## src/rtl/add_and_sub_pkg.sv

```systemverilog
// Shared constants for the registered adder/subtractor.
package add_and_sub_pkg;
  localparam int unsigned ADDSUB_WIDTH = 6;
  localparam logic OP_ADD = 1'b0;
  localparam logic OP_SUB = 1'b1;
endpackage

```

## src/rtl/add_and_sub_rca.sv

```systemverilog
// Purely combinational WIDTH-bit ripple-carry adder built from full-adder cells.
module add_and_sub_rca
  import add_and_sub_pkg::*;
#(
  parameter int unsigned WIDTH = ADDSUB_WIDTH
) (
  input  logic [WIDTH-1:0] x,
  input  logic [WIDTH-1:0] y,
  input  logic             carry_in,
  output logic [WIDTH-1:0] sum,
  output logic             carry_out
);
  logic [WIDTH:0] carry;

  assign carry[0] = carry_in;

  for (genvar i = 0; i < WIDTH; i++) begin : g_fa
    assign sum[i]     = x[i] ^ y[i] ^ carry[i];
    assign carry[i+1] = (x[i] & y[i]) | (x[i] & carry[i]) | (y[i] & carry[i]);
  end

  assign carry_out = carry[WIDTH];
endmodule

```

## src/rtl/add_and_sub.sv

```systemverilog
// Registered two's-complement adder/subtractor, one-cycle latency.
// Optional status flags (carry_out, overflow, zero) enabled by ADDSUB_STATUS_EN.
module add_and_sub
  import add_and_sub_pkg::*;
#(
  parameter int unsigned WIDTH = ADDSUB_WIDTH
) (
  input  logic             clk,
  input  logic             rst,
  input  logic             in_valid,
  input  logic [WIDTH-1:0] a,
  input  logic [WIDTH-1:0] b,
  input  logic             sub_sel,
  output logic             out_valid,
  output logic [WIDTH-1:0] result
`ifdef ADDSUB_STATUS_EN
  ,
  output logic             carry_out,
  output logic             overflow,
  output logic             zero
`endif
);
  logic [WIDTH-1:0] b_eff;
  logic [WIDTH-1:0] sum;
  logic             sum_carry;

  // Subtract as a + ~b + 1 so one adder serves both operations.
  assign b_eff = b ^ {WIDTH{sub_sel}};

  add_and_sub_rca #(.WIDTH(WIDTH)) u_rca (
    .x         (a),
    .y         (b_eff),
    .carry_in  (sub_sel),
    .sum       (sum),
    .carry_out (sum_carry)
  );

  always_ff @(posedge clk) begin
    if (rst) begin
      out_valid <= 1'b0;
      result    <= '0;
    end else begin
      out_valid <= in_valid;
      if (in_valid) result <= sum;
    end
  end

`ifdef ADDSUB_STATUS_EN
  logic carry_next;
  logic overflow_next;

  // Carry on add, borrow (inverted carry) on subtract.
  assign carry_next    = (sub_sel == OP_SUB) ? ~sum_carry : sum_carry;
  assign overflow_next = (a[WIDTH-1] == b_eff[WIDTH-1]) && (sum[WIDTH-1] != a[WIDTH-1]);

  always_ff @(posedge clk) begin
    if (rst) begin
      carry_out <= 1'b0;
      overflow  <= 1'b0;
      zero      <= 1'b0;
    end else if (in_valid) begin
      carry_out <= carry_next;
      overflow  <= overflow_next;
      zero      <= (sum == '0);
    end
  end
`endif
endmodule

```

## config.mk

```make
export PLATFORM = sky130hd
export DESIGN_NAME = add_and_sub
export DESIGN_NICKNAME = d
export VERILOG_FILES = /design/src/rtl/add_and_sub_pkg.sv /design/src/rtl/add_and_sub_rca.sv /design/src/rtl/add_and_sub.sv
export SDC_FILE = /design/constraint.sdc
export NUM_CORES = 1
export LEC_CHECK = 0
export BUFFER_PORTS_ARGS = -buffer_cell sky130_fd_sc_hd__buf_2
export CORE_AREA = 4 4 41 43
export CTS_CLUSTER_DIAMETER = 30
export DETAILED_ROUTE_END_ITERATION = 10
export DIE_AREA = 0 0 45 47
export SLEW_MARGIN = 20
export SYNTH_ARGS = -nofsm -noshare
export SYNTH_HDL_FRONTEND = slang
export SYNTH_SLANG_ARGS = --single-unit
```

## constraint.sdc

```tcl
create_clock -name clk -period 3.4 [get_ports clk]
set_input_delay 0.17 -clock clk [delete_from_list [all_inputs] [get_ports clk]]
set_output_delay 0.17 -clock clk [all_outputs]
set_load 0.01 [all_outputs]
```

=== Word level (Yosys, flattened, before mapping) ===
Index checks and enable logic that the tools add are counted.

* Flip-flop bits (word level): 7
* Output and inout bits: 7
* Logic and storage cells: 40

* Bitwise logic cells: 38

{| class="wikitable"
|+ Operators with widths
! cell !! count
|-
| 1-bit bitwise AND || 15
|-
| 1-bit XOR || 12
|-
| 1-bit OR || 10
|-
| 6-bit XOR || 1
|}

=== Depth between registers and ports, before layout ===
Gate-level depths: netlist (run 1).

* Depth in word-level cells: 17
* Mapped depth: 10
* Mapped depth without buffers: 9

=== By module ===
A second synthesis (run 1) with hierarchy kept.

* Cells, all modules: 44
* Area total of the unflattened synthesis: 457.9 um^2

{| class="wikitable"
|+ Modules (own cells, without submodules)
! module !! times used !! cells each !! area each (um^2) !! sequential area each (um^2)
|-
| add_and_sub || 1 || 28 || 300.3 || 140.1
|-
| add_and_sub_rca || 1 || 16 || 157.7 || 0.0
|}

=== Least setup slack after synthesis (run 1) ===
Ideal clock, no wire load.

* Kind: input to register
* From: input port sub_sel
* To: register result[5]
* Arrival time: 2.280 ns
* Required time: 3.286 ns
* Path slack: 1.006 ns
* Stages on the path: 10
* Buffers on the path: 1
* Path through: buf_6 -> xor2_1 -> fa_1 -> inv_1 -> fa_1 -> fa_1 -> fa_1 -> xnor2_2 -> xnor2_1 -> a21o_1

* Longest elaborated chain between the ends: 17
* Elaborated cells between the ends (all ways): 28
* Those cells by class: bitwise (28)

{| class="wikitable"
|+ Ends and longest elaborated chain
! item !! line !! source
|-
| start, declared || add_and_sub.sv:13 || <nowiki>input logic sub_sel,</nowiki>
|-
| 6-bit XOR || add_and_sub.sv:28 || <nowiki>assign b_eff = b ^ {WIDTH{sub_sel}};</nowiki>
|-
| 1-bit bitwise AND || add_and_sub_rca.sv:19 || <nowiki>assign carry[i+1] = (x[i] & y[i]) | (x[i] & carry[i]) | (y[i] & carry[i]);</nowiki>
|-
| 1-bit OR (2 in a row) || add_and_sub_rca.sv:19 ||
|-
| 1-bit bitwise AND || add_and_sub_rca.sv:19 ||
|-
| 1-bit OR (2 in a row) || add_and_sub_rca.sv:19 ||
|-
| 1-bit bitwise AND || add_and_sub_rca.sv:19 ||
|-
| 1-bit OR (2 in a row) || add_and_sub_rca.sv:19 ||
|-
| 1-bit bitwise AND || add_and_sub_rca.sv:19 ||
|-
| 1-bit OR (2 in a row) || add_and_sub_rca.sv:19 ||
|-
| 1-bit bitwise AND || add_and_sub_rca.sv:19 ||
|-
| 1-bit OR (2 in a row) || add_and_sub_rca.sv:19 ||
|-
| 1-bit XOR (*) || add_and_sub_rca.sv:18 || <nowiki>assign sum[i] = x[i] ^ y[i] ^ carry[i];</nowiki>
|-
| end signal, assigned || add_and_sub.sv:44 || <nowiki>if (in_valid) result <= sum;</nowiki>
|-
| end, declared || add_and_sub.sv:15 || <nowiki>output logic [WIDTH-1:0] result</nowiki>
|}

Mark *: on every way between the ends. The rest lies on a longest branch, timed or not.
A chain may end at the register's enable or synchronous reset.

=== Worst setup path in the final report (run 1) ===
Ends and elaborated chain as after synthesis.

==> results.cfg, run 1 <==
[pwr]
power_frac_comb_pct = 29.1
p_clk_share_pct = 31.2
switching_share_pct = 27.8
switching_power_mw = 0.0661
power_mw = 0.238
power_frac_seq_pct = 39.7
leakagePower_nw = 0.283
p_per_area_mw_per_mm2 = 420
p_int_mw = 0.172
ir_drop_mv = 0.134

[detailed_routing]
drt-total-wl_um = 770
routed_via_density = 4.14
drt-initial-drc-count = 0
vias = 323
wire_per_inst_um = 9.87
drc = 0
drtPass1Iterations = 1
ant_nets = 0

[synth]
synth_compound_area_share_pct = 8.77
synth_mux_area_share_pct = 4.97
synth-simple-area-share_pct = 7.60
yosys_warnings = 0
seq_area_frac_synth_pct = 32.7
syn_avg_cell_area_um2 = 11.0
syn-instance-count = 39
synthXorXnorAreaFrac_pct = 19.9
synth_adder_area_share_pct = 18.7
syn_nets = 59
synth_top_family_by_area = XOR/XNOR gates
ys_seq_elements = 7
synth_area_um2 = 428
synth_cell_types = 15

[timing]
worst_slew_pin_slew_ns = 0.199
fin_worst_skew_ns = 0
maxSlewViolCount = 0
clock.fmax_mhz = 432
tns_ns = 0
fin_crit_sh_pct = 68.0
rsz0062_at_grt = no
final-setup-viol-count = 0
timing.slew.headroom_pct = 86.6
fin_crit_ns = 2.31
final-hold-violation-count = 0
fin_hold_ws_ns = 0.182

[clock_tree]
clockBufferDepth = 2
clockRootBuffer = clkbuf_4
cts.sinks = 7
cts_resized = 0
htreeDepth = 1
cts_buffers = 3
cts_tree = done
hold_buffers = 0
path_clk_slew_ns = 0.05
worst_skew_pair.late_latency_ns = 0.25
postCtsSetupRepairBufs = 0

[placed_design]
io_buffers = 22
place.gp.congestion = 0.608

[worst_setup_path]
max_stage_delay_ns = 0.42
r2r_cells = 2
startpoint_type = input pin
cp_slowest_cell = fa_1
critical_path_class = input pin to flop
crit_chain = buf_2, xor2_1, fa_1, inv_1, fa_1, fa_1, fa_1, xnor2_2, xnor2_1, a21o_1
cp.required_ns = 3.54
cp_num_buf_inv = 2
crit_start = sub_sel
rr_endpoint = result[5]$_SDFFE_PP0P_
cp.depth = 10
cp-end-kind = flop
path_delay_family = adder cells
rrSetupSlack_ns = 2.73
cp_max_fo = 6
worstSetupEndpoint = result[5]$_SDFFE_PP0P_
cp_common_cell = fa_1
worstPathArrival_ns = 2.46
r2r_start = result[5]$_SDFFE_PP0P_

[final_layout]
fin_nets = 84
multi_input_area_um2 = 256
final_cell_mix = buf_2 (22), dfxtp_1 (7), xnor2_1 (5), nor2_1 (5)
nFillCells = 138
antenna_cells = 0
layout_commonest_cell = buf_2
drive_gt1_share_pct = 44.4
areaGrowthSynthToFinish_pct = 32.5
seqCellArea_um2 = 140

[grt]
antenna_found_initial = 0
grt_pass1_vias = 319
grt_pass1_wl_um = 1270
grt_max_degree = 12
grt_usage_pct = 9.01
grt-ovfl-total = 0

[floorplanning]
die_w_um = 45
die_y_um = 47
num_io_pins = 23
start_util_pct = 32.9
rows = 13
coreArea_mm2 = 0.00130
die_area_mm2 = 0.00212

[run]
maxCapViolCount = 0

[min_path]
min-delay-start = rst
min-delay-path-class = input pin to flop

[outcome]
status = finished, final reports clean
==> power groups by stage <==
stage	clock network (mW)	logic, mW	registers (mW)
after CTS	0.0789	0.0706	0.0946
after global placement	0	0.0701	0.0961
after floorplan	0	0.0421	0.101
after global routing	0.0813	0.0794	0.0953
final	0.0744	0.0692	0.0945
after detailed placement	0	0.0706	0.0963
==> routing by layer <==
metal  GRT usage (%)  share of wire (%)  routed length, um  vias to the layer above
met5               0                  0                  0                        -
met4            12.3                4.4                 34                        0
met3            1.53                9.9                 76                        4
met2            13.0                 45                344                       17
met1            9.81                 41                314                      131
li1                -                  -                  -                      171
==> worst min-delay path by stage <==
stage,depth (start not counted),endpoint
2_1_floorplan,1,result[1]$_SDFFE_PP0P_
3_3_place_gp,2,result[0]$_SDFFE_PP0P_
3_5_place_dp,2,result[1]$_SDFFE_PP0P_
4_1_cts,2,result[1]$_SDFFE_PP0P_
5_1_grt,2,result[2]$_SDFFE_PP0P_
6_report,2,result[1]$_SDFFE_PP0P_
==> Yosys cell counts <==
master | instances | area [um2]
buf_2 | 1 | 5.00
a211oi_1 | 4 | 30.0
xor2_1 | 1 | 8.76
dfxtp_1 | 7 | 140
inv_1 | 4 | 15.0
fa_1 | 4 | 80.1
nor2b_1 | 1 | 6.26
xnor2_2 | 2 | 32.5
buf_6 | 1 | 11.3
nor3b_1 | 1 | 7.51
xnor2_1 | 5 | 43.8
mux2i_1 | 1 | 10.0
nor2_1 | 5 | 18.8
a21o_1 | 1 | 7.51
mux2_2 | 1 | 11.3
==> flip-flops by register name (all words and copies together) (netlist names) <==
| register | cells |
|---|---|
| result | 6 |
| out_valid | 1 |
==> per-stage QoR <==
stage               cell area, um2  worst slack, ns  utilization [%]  cells
detailed placement             541            0.813             41.5     74
finish                         567             1.09             43.6     78
CTS                            567             1.08             43.6     78
global placement               541            0.841             41.5     74
floorplan                      428             1.01                -     39
global route                   567            0.943             43.6     78
==> kinds of logic after synthesis <==
logic type	count (synthesis)
AO/OA/AOI/OAI	5
XOR/XNOR	8
adder cells (fa/ha/maj)	4
buffers and inverters	6
flip-flops	7
multiplexers	2
AND/OR/NAND/NOR	7
==> worst register-to-register path, stage by stage, from the launching register on <==
cell	delay, ns
dfxtp_1	0.30
nor3b_1	0.13
a21o_1	0.15
==> cell type report <==
type                       count  share of cell area [%]
multi-input combinational     26                    45.3
sequential                     7                    24.7
clock buffer                   4                    4.64
timing repair buffer          22                    19.4
tap                           15                    3.31
inverter                       4                    2.65
Note: power is estimated with default switching activity, not from simulation.
==> inputs of run 2 (changes only) <==
- clock period: 3.4 -> 2.1 ns (I/O delays scaled with it)
==> run 2 against run 1 <==
Compared with the run above: final cell count up 3.8%; sequential cell count unchanged; count of clock-buffer cells in the layout unchanged; clock power grew 64%; core utilization rose by 2.7 points; die area did not move; non-clock buffer count up 3; critical path type unchanged; largest power group unchanged.
==> results.cfg, run 2 (synthesized netlist as in run 1, its figures left out) <==
[clock_tree]
postCtsSetupRepairBufs = 0
clockRootBuffer = clkbuf_4
cts.sinks = 7
path_clk_slew_ns = 0.05
cts_resized = 0
htreeDepth = 1
hold_buffers = 0
clockBufferDepth = 2
cts_tree = done
cts_buffers = 3
worst_skew_pair.late_latency_ns = 0.25

[timing]
rsz0062_at_grt = no
tns_ns = 0
final-hold-violation-count = 0
setup_ws_ns = 0.0880
maxSlewViolCount = 0
fin_crit_sh_pct = 95.8
final-setup-viol-count = 0
worst_slew_pin_slew_ns = 0.217
timing.slew.headroom_pct = 85.4
fin_worst_skew_ns = 0
clock.fmax_mhz = 497
fin_crit_ns = 2.01

[worst_setup_path]
worstPathArrival_ns = 2.16
cp_max_fo = 2
r2r_start = result[5]$_SDFFE_PP0P_
crit_chain = buf_2, mux2_2, fa_1, inv_1, fa_1, fa_2, fa_2, xnor2_2, xnor2_1, a21o_1
max_stage_delay_ns = 0.38
startpoint_type = input pin
crit_start = b[0]
cp.required_ns = 2.25
rr_endpoint = result[5]$_SDFFE_PP0P_
cp-end-kind = flop
r2r_cells = 2
critical_path_class = input pin to flop
cp_slowest_cell = fa_1
rrSetupSlack_ns = 1.42

[pwr]
p_per_area_mw_per_mm2 = 654
ir_drop_mv = 0.196
leakagePower_nw = 0.297

[placed_design]
hpwl_um = 633
io_buffers = 22
place.gp.congestion = 0.679
place_area_um2 = 573
preCtsSetupSlack_ns = -0.222

[grt]
grt_max_degree = 12
grt-ovfl-total = 0
grt_usage_pct = 7.81
antenna_found_initial = 0
grt_pass1_wl_um = 1080
grt_pass1_vias = 286

[run]
maxCapViolCount = 0

[detailed_routing]
ant_nets = 0
vias = 326
drt-total-wl_um = 719
drt-initial-drc-count = 3
routed_via_density = 4.02
drc = 0
wire_per_inst_um = 8.88
drtPass1Iterations = 2

[final_layout]
regMostFlops = result
antenna_cells = 0
drive_gt1_share_pct = 51.5
largest_reg_flops = 6
areaGrowthSynthToFinish_pct = 40.6
postLayoutCoreUtil_pct = 46.3
stdcell_area_um2 = 602
layout_commonest_cell = buf_2
top_regs = result: 6 flops, out_valid: 1 flops
fin_nets = 87
final_cell_mix = buf_2 (22), dfxtp_1 (7), xnor2_1 (5), nor2_1 (5)

[min_path]
hold_depth = 2
min-delay-path-class = input pin to flop
hold-path-endpoint = result[0]$_SDFFE_PP0P_
min-delay-start = rst

[floorplanning]
rows = 13
start_util_pct = 32.9
die_y_um = 47
coreArea_mm2 = 0.00130
num_io_pins = 23
die_area_mm2 = 0.00212
die_w_um = 45

[outcome]
status = finished, final reports clean
run 2: cell count changes in the layout (fill, tap and decap cells not counted), sizes merged:
cell / change
buf: +3
run 2: routing by layer:
metal	GRT usage (%)	vias to the layer above	share of wire [%]
li1	-	176	-
met1	7.46	133	40
met3	3.07	2	11
met5	0	-	0
met2	11.3	15	45
met4	10.5	0	2.6
run 2: layout make-up:
type                            count  area, um2
Timing Repair Buffer               25        133
Multi-Input combinational cell     26        269
Clock buffer                        4       26.3
Fill cell                         150        699
Sequential cell                     7        140
Tap cell                           15       18.8
Inverter                            4       15.0
run 2: power by group:
part | total, mW | internal (mW) | switching (mW) | leakage, nW
logic | 0.119 | 0.0640 | 0.0545 | 0.224
registers | 0.153 | 0.147 | 0.00583 | 0.0581
clock network | 0.122 | 0.0725 | 0.0497 | 0.0150
run 2: critical path: cells and delay by family:
kind	cells	cell delay, ns
fa+ha+maj	4	1.24
xor+xnor	2	0.27
buf+inv	2	0.15
mux	1	0.22
compound gates	1	0.17
run 2: worst max-delay path by stage:
stage,endpoint,slack [ns],depth (start not counted)
5_1_grt,result[5]$_SDFFE_PP0P_,0.02,10
2_1_floorplan,result[5]$_SDFFE_PP0P_,-0.14,10
4_1_cts,result[5]$_SDFFE_PP0P_,0.04,10
3_5_place_dp,result[5]$_SDFFE_PP0P_,-0.22,10
6_report,result[5]$_SDFFE_PP0P_,0.09,10
3_3_place_gp,result[5]$_SDFFE_PP0P_,-0.22,10
run 2: metrics by stage:
step                      total power [mW]  cells  hold WS, ns
after floorplan                      0.233     39        0.177
after global placement               0.276     77        0.373
after detailed placement             0.277     77        0.373
after CTS                            0.400     81        0.105
after global routing                 0.423     81        0.112
final                                0.394     81        0.110
